[src/rtl/vga_timing_pkg.sv]
// Shared mode constants and helpers for the video timing generator.
// Covers 640x480@60 (default) and 800x600@60.
package vga_timing_pkg;

    typedef struct packed {
        logic [15:0] visible;
        logic [15:0] front;
        logic [15:0] sync;
        logic [15:0] back;
    } axis_mode_t;

    localparam int M640_H_VISIBLE = 640;
    localparam int M640_H_FRONT   = 16;
    localparam int M640_H_SYNC    = 96;
    localparam int M640_H_BACK    = 48;
    localparam int M640_V_VISIBLE = 480;
    localparam int M640_V_FRONT   = 10;
    localparam int M640_V_SYNC    = 2;
    localparam int M640_V_BACK    = 33;
    localparam bit M640_HS_POL    = 1'b0;
    localparam bit M640_VS_POL    = 1'b0;

    localparam int M800_H_VISIBLE = 800;
    localparam int M800_H_FRONT   = 40;
    localparam int M800_H_SYNC    = 128;
    localparam int M800_H_BACK    = 88;
    localparam int M800_V_VISIBLE = 600;
    localparam int M800_V_FRONT   = 1;
    localparam int M800_V_SYNC    = 4;
    localparam int M800_V_BACK    = 23;
    localparam bit M800_HS_POL    = 1'b1;
    localparam bit M800_VS_POL    = 1'b1;

    function automatic int axis_total(input int visible, input int front,
                                      input int sync, input int back);
        return visible + front + sync + back;
    endfunction

    // Linear pixel index (v*h_total+h) of the reset position advanced by n.
    function automatic int ahead_pos(input int h_total, input int v_total,
                                     input int n);
        int frame;
        frame = h_total * v_total;
        return (frame - 1 + (n % frame)) % frame;
    endfunction

endpackage

[src/rtl/vga_axis_counter.sv]
// One timing axis: wrapping position counter with registered sync and
// visible flags derived from the next count.
module vga_axis_counter
    import vga_timing_pkg::*;
#(
    parameter int CNT_W      = 12,
    parameter int LIMIT      = 800,
    parameter int VISIBLE    = 640,
    parameter int SYNC_START = 656,
    parameter int SYNC_LEN   = 96,
    parameter bit POL        = 1'b0,
    parameter int RST_VAL    = 799
) (
    input  logic             clk,
    input  logic             rst_n,
    input  logic             step,
    output logic [CNT_W-1:0] count,
    output logic             wrap,
    output logic             sync,
    output logic             visible
);

    localparam logic [CNT_W-1:0] LAST    = CNT_W'(LIMIT - 1);
    localparam logic [CNT_W-1:0] RST_CNT = CNT_W'(RST_VAL);
    localparam bit RST_IN_SYNC = (RST_VAL >= SYNC_START) &&
                                 (RST_VAL < SYNC_START + SYNC_LEN);
    localparam bit RST_SYNC = RST_IN_SYNC ? POL : !POL;
    localparam bit RST_VIS  = RST_VAL < VISIBLE;

    logic [CNT_W-1:0] nxt;
    logic             nxt_in_sync;
    logic             nxt_vis;

    assign wrap        = (count == LAST);
    assign nxt         = wrap ? '0 : count + 1'b1;
    assign nxt_in_sync = (int'(nxt) >= SYNC_START) &&
                         (int'(nxt) < SYNC_START + SYNC_LEN);
    assign nxt_vis     = int'(nxt) < VISIBLE;

    always_ff @(posedge clk or negedge rst_n) begin
        if (!rst_n) begin
            count   <= RST_CNT;
            sync    <= RST_SYNC;
            visible <= RST_VIS;
        end else if (step) begin
            count   <= nxt;
            sync    <= nxt_in_sync ^ ~POL;
            visible <= nxt_vis;
        end
    end

endmodule

[src/rtl/vga_timing_gen.sv]
// Parametrised video timing generator advancing on a pixel clock-enable.
// Define VGA_TIMING_PREFETCH_EN to add the fetch_x/fetch_y/fetch_de lead outputs.
module vga_timing_gen
    import vga_timing_pkg::*;
#(
    parameter int H_VISIBLE = M640_H_VISIBLE,
    parameter int H_FRONT   = M640_H_FRONT,
    parameter int H_SYNC    = M640_H_SYNC,
    parameter int H_BACK    = M640_H_BACK,
    parameter int V_VISIBLE = M640_V_VISIBLE,
    parameter int V_FRONT   = M640_V_FRONT,
    parameter int V_SYNC    = M640_V_SYNC,
    parameter int V_BACK    = M640_V_BACK,
    parameter bit HS_POL    = M640_HS_POL,
    parameter bit VS_POL    = M640_VS_POL,
    parameter int CNT_W     = 12,
    parameter int FRAME_W   = 16,
    parameter int PREFETCH  = 2
) (
    input  logic               clk,
    input  logic               rst_n,
    input  logic               pix_ce,
    output logic [CNT_W-1:0]   hc,
    output logic [CNT_W-1:0]   vc,
    output logic               hsync,
    output logic               vsync,
    output logic               de,
    output logic               line_start,
    output logic               frame_start,
`ifdef VGA_TIMING_PREFETCH_EN
    output logic [CNT_W-1:0]   fetch_x,
    output logic [CNT_W-1:0]   fetch_y,
    output logic               fetch_de,
`endif
    output logic [FRAME_W-1:0] frame_cnt
);

    localparam int H_TOTAL = axis_total(H_VISIBLE, H_FRONT, H_SYNC, H_BACK);
    localparam int V_TOTAL = axis_total(V_VISIBLE, V_FRONT, V_SYNC, V_BACK);

    logic h_wrap;
    logic v_wrap;
    logic h_vis;
    logic v_vis;
    logic v_step;
    logic frame_wrap;
    logic primed;

    assign v_step     = pix_ce & h_wrap;
    assign frame_wrap = v_step & v_wrap;
    assign de         = h_vis & v_vis;

    vga_axis_counter #(
        .CNT_W(CNT_W), .LIMIT(H_TOTAL), .VISIBLE(H_VISIBLE),
        .SYNC_START(H_VISIBLE + H_FRONT), .SYNC_LEN(H_SYNC),
        .POL(HS_POL), .RST_VAL(H_TOTAL - 1)
    ) u_h (
        .clk(clk), .rst_n(rst_n), .step(pix_ce),
        .count(hc), .wrap(h_wrap), .sync(hsync), .visible(h_vis)
    );

    vga_axis_counter #(
        .CNT_W(CNT_W), .LIMIT(V_TOTAL), .VISIBLE(V_VISIBLE),
        .SYNC_START(V_VISIBLE + V_FRONT), .SYNC_LEN(V_SYNC),
        .POL(VS_POL), .RST_VAL(V_TOTAL - 1)
    ) u_v (
        .clk(clk), .rst_n(rst_n), .step(v_step),
        .count(vc), .wrap(v_wrap), .sync(vsync), .visible(v_vis)
    );

    // The wrap out of the reset position starts the first frame; it does
    // not complete one, so primed gates the first increment.
    always_ff @(posedge clk or negedge rst_n) begin
        if (!rst_n) begin
            line_start  <= 1'b0;
            frame_start <= 1'b0;
            frame_cnt   <= '0;
            primed      <= 1'b0;
        end else begin
            line_start  <= v_step;
            frame_start <= frame_wrap;
            if (pix_ce)
                primed <= 1'b1;
            if (frame_wrap && primed)
                frame_cnt <= frame_cnt + 1'b1;
        end
    end

`ifdef VGA_TIMING_PREFETCH_EN
    localparam int F_IDX = ahead_pos(H_TOTAL, V_TOTAL, PREFETCH);
    localparam int F_H   = F_IDX % H_TOTAL;
    localparam int F_V   = F_IDX / H_TOTAL;

    logic fh_wrap;
    logic fv_wrap;
    logic fh_sync;
    logic fv_sync;
    logic fh_vis;
    logic fv_vis;
    logic unused_fetch;

    assign fetch_de     = fh_vis & fv_vis;
    assign unused_fetch = ^{fh_sync, fv_sync, fv_wrap};

    vga_axis_counter #(
        .CNT_W(CNT_W), .LIMIT(H_TOTAL), .VISIBLE(H_VISIBLE),
        .SYNC_START(H_VISIBLE + H_FRONT), .SYNC_LEN(H_SYNC),
        .POL(HS_POL), .RST_VAL(F_H)
    ) u_fh (
        .clk(clk), .rst_n(rst_n), .step(pix_ce),
        .count(fetch_x), .wrap(fh_wrap), .sync(fh_sync), .visible(fh_vis)
    );

    vga_axis_counter #(
        .CNT_W(CNT_W), .LIMIT(V_TOTAL), .VISIBLE(V_VISIBLE),
        .SYNC_START(V_VISIBLE + V_FRONT), .SYNC_LEN(V_SYNC),
        .POL(VS_POL), .RST_VAL(F_V)
    ) u_fv (
        .clk(clk), .rst_n(rst_n), .step(pix_ce & fh_wrap),
        .count(fetch_y), .wrap(fv_wrap), .sync(fv_sync), .visible(fv_vis)
    );
`endif

endmodule

[config.mk]
export PLATFORM = sky130hd
export DESIGN_NAME = vga_timing_gen
export DESIGN_NICKNAME = d
export VERILOG_FILES = /design/src/rtl/vga_timing_pkg.sv /design/src/rtl/vga_axis_counter.sv /design/src/rtl/vga_timing_gen.sv
export SDC_FILE = /design/constraint.sdc
export NUM_CORES = 1
export LEC_CHECK = 0
export ABC_AREA = 1
export BUFFER_PORTS_ARGS = -buffer_cell sky130_fd_sc_hd__buf_2
export CELL_PAD_IN_SITES_DETAIL_PLACEMENT = 1
export CELL_PAD_IN_SITES_GLOBAL_PLACEMENT = 1
export CORE_MARGIN = 2
export CORE_UTILIZATION = 40
export CTS_BUF_LIST = sky130_fd_sc_hd__clkbuf_2
export DETAILED_ROUTE_END_ITERATION = 6
export PLACE_DENSITY = 0.9
export SLEW_MARGIN = 20
export SYNTH_ARGS = -nofsm -noshare
export SYNTH_HDL_FRONTEND = slang
export SYNTH_SLANG_ARGS = --single-unit
[constraint.sdc]
create_clock -name clk -period 3.82 [get_ports clk]
set_clock_uncertainty 0.2 [all_clocks]
set_input_delay 0.955 -clock clk [delete_from_list [all_inputs] [get_ports clk]]
set_output_delay 0.955 -clock clk [all_outputs]
set_load 0.005 [all_outputs]
==> run metrics <==
Slew Limit Fails=0; combinational share of power=29.3%; share of synthesized registers carrying an async set or reset=100%; switching share of total power=39.1%; Pint=0.777 mW; Worst Setup EP=frame_cnt[3]; Die X-Extent=89.0 um; r2r startpoint=u_h.count[0]; Placer Congestion=0.846; max_slew headroom=59.9%; vias=2814; Crit. path cell count=10; period utilization=66.0%; Worst Hold Class=in -> async; status=finished clean; sequential share of the synthesized area=41.2%; area fraction of the dominant cell type after synthesis=30.3%; worst slew pin tran=602 ps; CP max stage delay=640 ps; final hold violations=0; Vias/cell=5.14; Worst-Skew Late Latency=430 ps; worst path required time=3990 ps; Max Root-Sink Buffers=2; CP Buf/Inv Count=1; cts bufs inserted=5; Routed Antenna Nets=0; R2R depth=10; Max IR drop VDD=282 uV; design area=3250 um2; Avg Cell Area, Syn=7.15 um2; DR top layer=met4; TritonCTS clock tree=built; cts repair resizes=0; largest net degree at the start of global routing=48; Slowest cell on crit path=dfstp_2; Post-route DRC=0; switching power=0.499 mW; crit path DAT=2690 ps; Filler Cell Count=956; number of synthesized register bits=47; I/O pins=48; commonest non-fill, non-tap cells in the layout=nand2_1 (139), inv_1 (48), buf_2 (46); DIE HEIGHT=89.0 um; Critical Path Start Type=register; global-route wire length before repair=13300 um; share of post-route cells with drive strength above 1=16.8%; Site Rows=30; final HPWL from detailed placement=6310 um; Top FF cell, synth=dfrtp_1; post-synth top area cell=dfrtp_1; crit end category=register; area grow syn2layout=12.6%; grt ovf=0; R2R setup slack=1300 ps; Synth Cell Area=2890 um2; Tmin final=2520 ps; DR pass1 iterations=4; Crit Path Class=reg -> reg; vias in the first global route=2818; gr usage total=21.6%; clock network fraction of design power=16.7%; cells taking the most area after synthesis=dfrtp_1 (30%), nand2_1 (18%), dfstp_2 (11%); Crit. Startpoint=u_h.count[0]; drt total wl=8030 um; CP dominant cell by count=nand2_1; Post-Syn Instances=404; die area=7920 um2; total inserted antenna cells=0; Clock transition at path regs=260 ps; initial antenna violation count=0; met3 wire length=229 um; initial drt markers=98; clock net sink count=47; Final #Nets=459; hold_buf cts=0; Synthesis Warnings=0; Post-CTS Setup Inserts=0; initial core utilization=41.8%; fmax=396 MHz; Sequential Power Share=54.0%; Metal-1 WL=3700 um; worst path cell trace=ha_1, nand2_2, nor2_4, nand3_4, nor2_4, inv_2, nor3_4, nand2_1, nand2_1, nand2_1; WL met2=3920 um; EDFF count, synth=0; CTS H-tree depth=2; core region area=6910 um2; static leakage=1.68 nW; Clock Tree Root=clkbuf_2; setup violators final=0; crit path max fanout=15; commonest non-fill, non-tap cell in the layout=nand2_1; PD cells=392 nW/um2; CP delay by family, top=simple AND/OR/NAND/NOR gates; RR Endpoint=frame_cnt[3]; RSZ-0062 raised after global routing=false; Port Buffers=47; WL/cell=14.6 um; Max Cap Viol=0; placed cell area=3210 um2; Cell variety after synth=29; setup_tns=0 ps; syn nets=412
## logic make-up (layout without fill, tap and decap cells)
family,Yosys count,after routing,share of synthesized area (%)
xor gates and xnor gates,19,19,5.76
buffers and inverters,56,104,7.71
DFF,47,47,41.2
and+or+nand+nor,250,250,37.9
adders and majority gates,5,5,2.16
AOI/OAI and AO/OA,27,27,5.28
## worst register-to-register path, stage by stage (launching register included)
cell	delay [ps]
dfstp_2	640
ha_1	230
nand2_2	100
nor2_4	200
nand3_4	140
nor2_4	250
inv_2	180
nor3_4	300
nand2_1	90
nand2_1	80
nand2_1	50
## state kept, by name, summed over array words and instances, names as in the netlist
register,count
u_h.visible,1
frame_cnt,16
frame_start,1
u_v.count,12
u_v.visible,1
u_h.count,12
primed,1
u_v.sync,1
line_start,1
u_h.sync,1
## layer usage
metal | GRT usage, % | up-vias
li1 | - | 1370
met1 | 28.3 | 1375
met2 | 36.8 | 54
met3 | 2.95 | 15
met4 | 7.33 | 0
met5 | 0 | -
## Yosys cell counts (4+ instances only)
cell and n:
o21ai_0 18, nor3_1 9, nand3_1 38, xor2_1 14, xnor2_1 5, nand4_1 12
nand2_1 139, inv_1 48, nor2_1 40, dfstp_2 12, dfrtp_1 35, clkbuf_1 4
ha_1 5
## per-stage QoR
step	utilization [%]	power [mW]	hold slack [ps]	worst slack (ps)	cells
floorplan	-	0.917	249	1810	404
global route	47.1	1.38	290	1080	548
global placement	46.4	1.06	264	1130	540
finish	47.1	1.28	289	1300	548
CTS	47.1	1.30	330	1270	548
detailed placement	46.4	1.08	276	991	540
## cell type report
type	instances	area, um2	area share, %
clock inverter	3	20.0	0.615
timing repair buffer	47	238	7.30
multi-input combinational	301	1480	45.4
clock buffer	5	25.0	0.769
sequential	47	1190	36.6
tap	96	120	3.69
inverter	49	184	5.65
## power groups by stage
stage	sequential, mW	clock [mW]	combinational (mW)
after detailed placement	0.698	0	0.380
after global routing	0.705	0.240	0.430
final	0.689	0.212	0.374
after floorplan	0.678	0	0.238
after CTS	0.690	0.223	0.383
after global placement	0.695	0	0.363
## how the worst min path moves through the flow
| stage | from | endpoint | slack, ps | cells after the start |
|---|---|---|---|---|
| after floorplan | u_v.visible | u_v.visible | 250 | 2 |
| after global placement | u_v.visible | u_v.visible | 260 | 2 |
| after detailed placement | u_h.visible | u_h.visible | 280 | 2 |
| after CTS | u_h.visible | u_h.visible | 330 | 2 |
| after global routing | rst_n | frame_cnt[13] | 290 | 1 |
| final | rst_n | frame_cnt[14] | 290 | 1 |
Power figures use the tool's default switching activity.
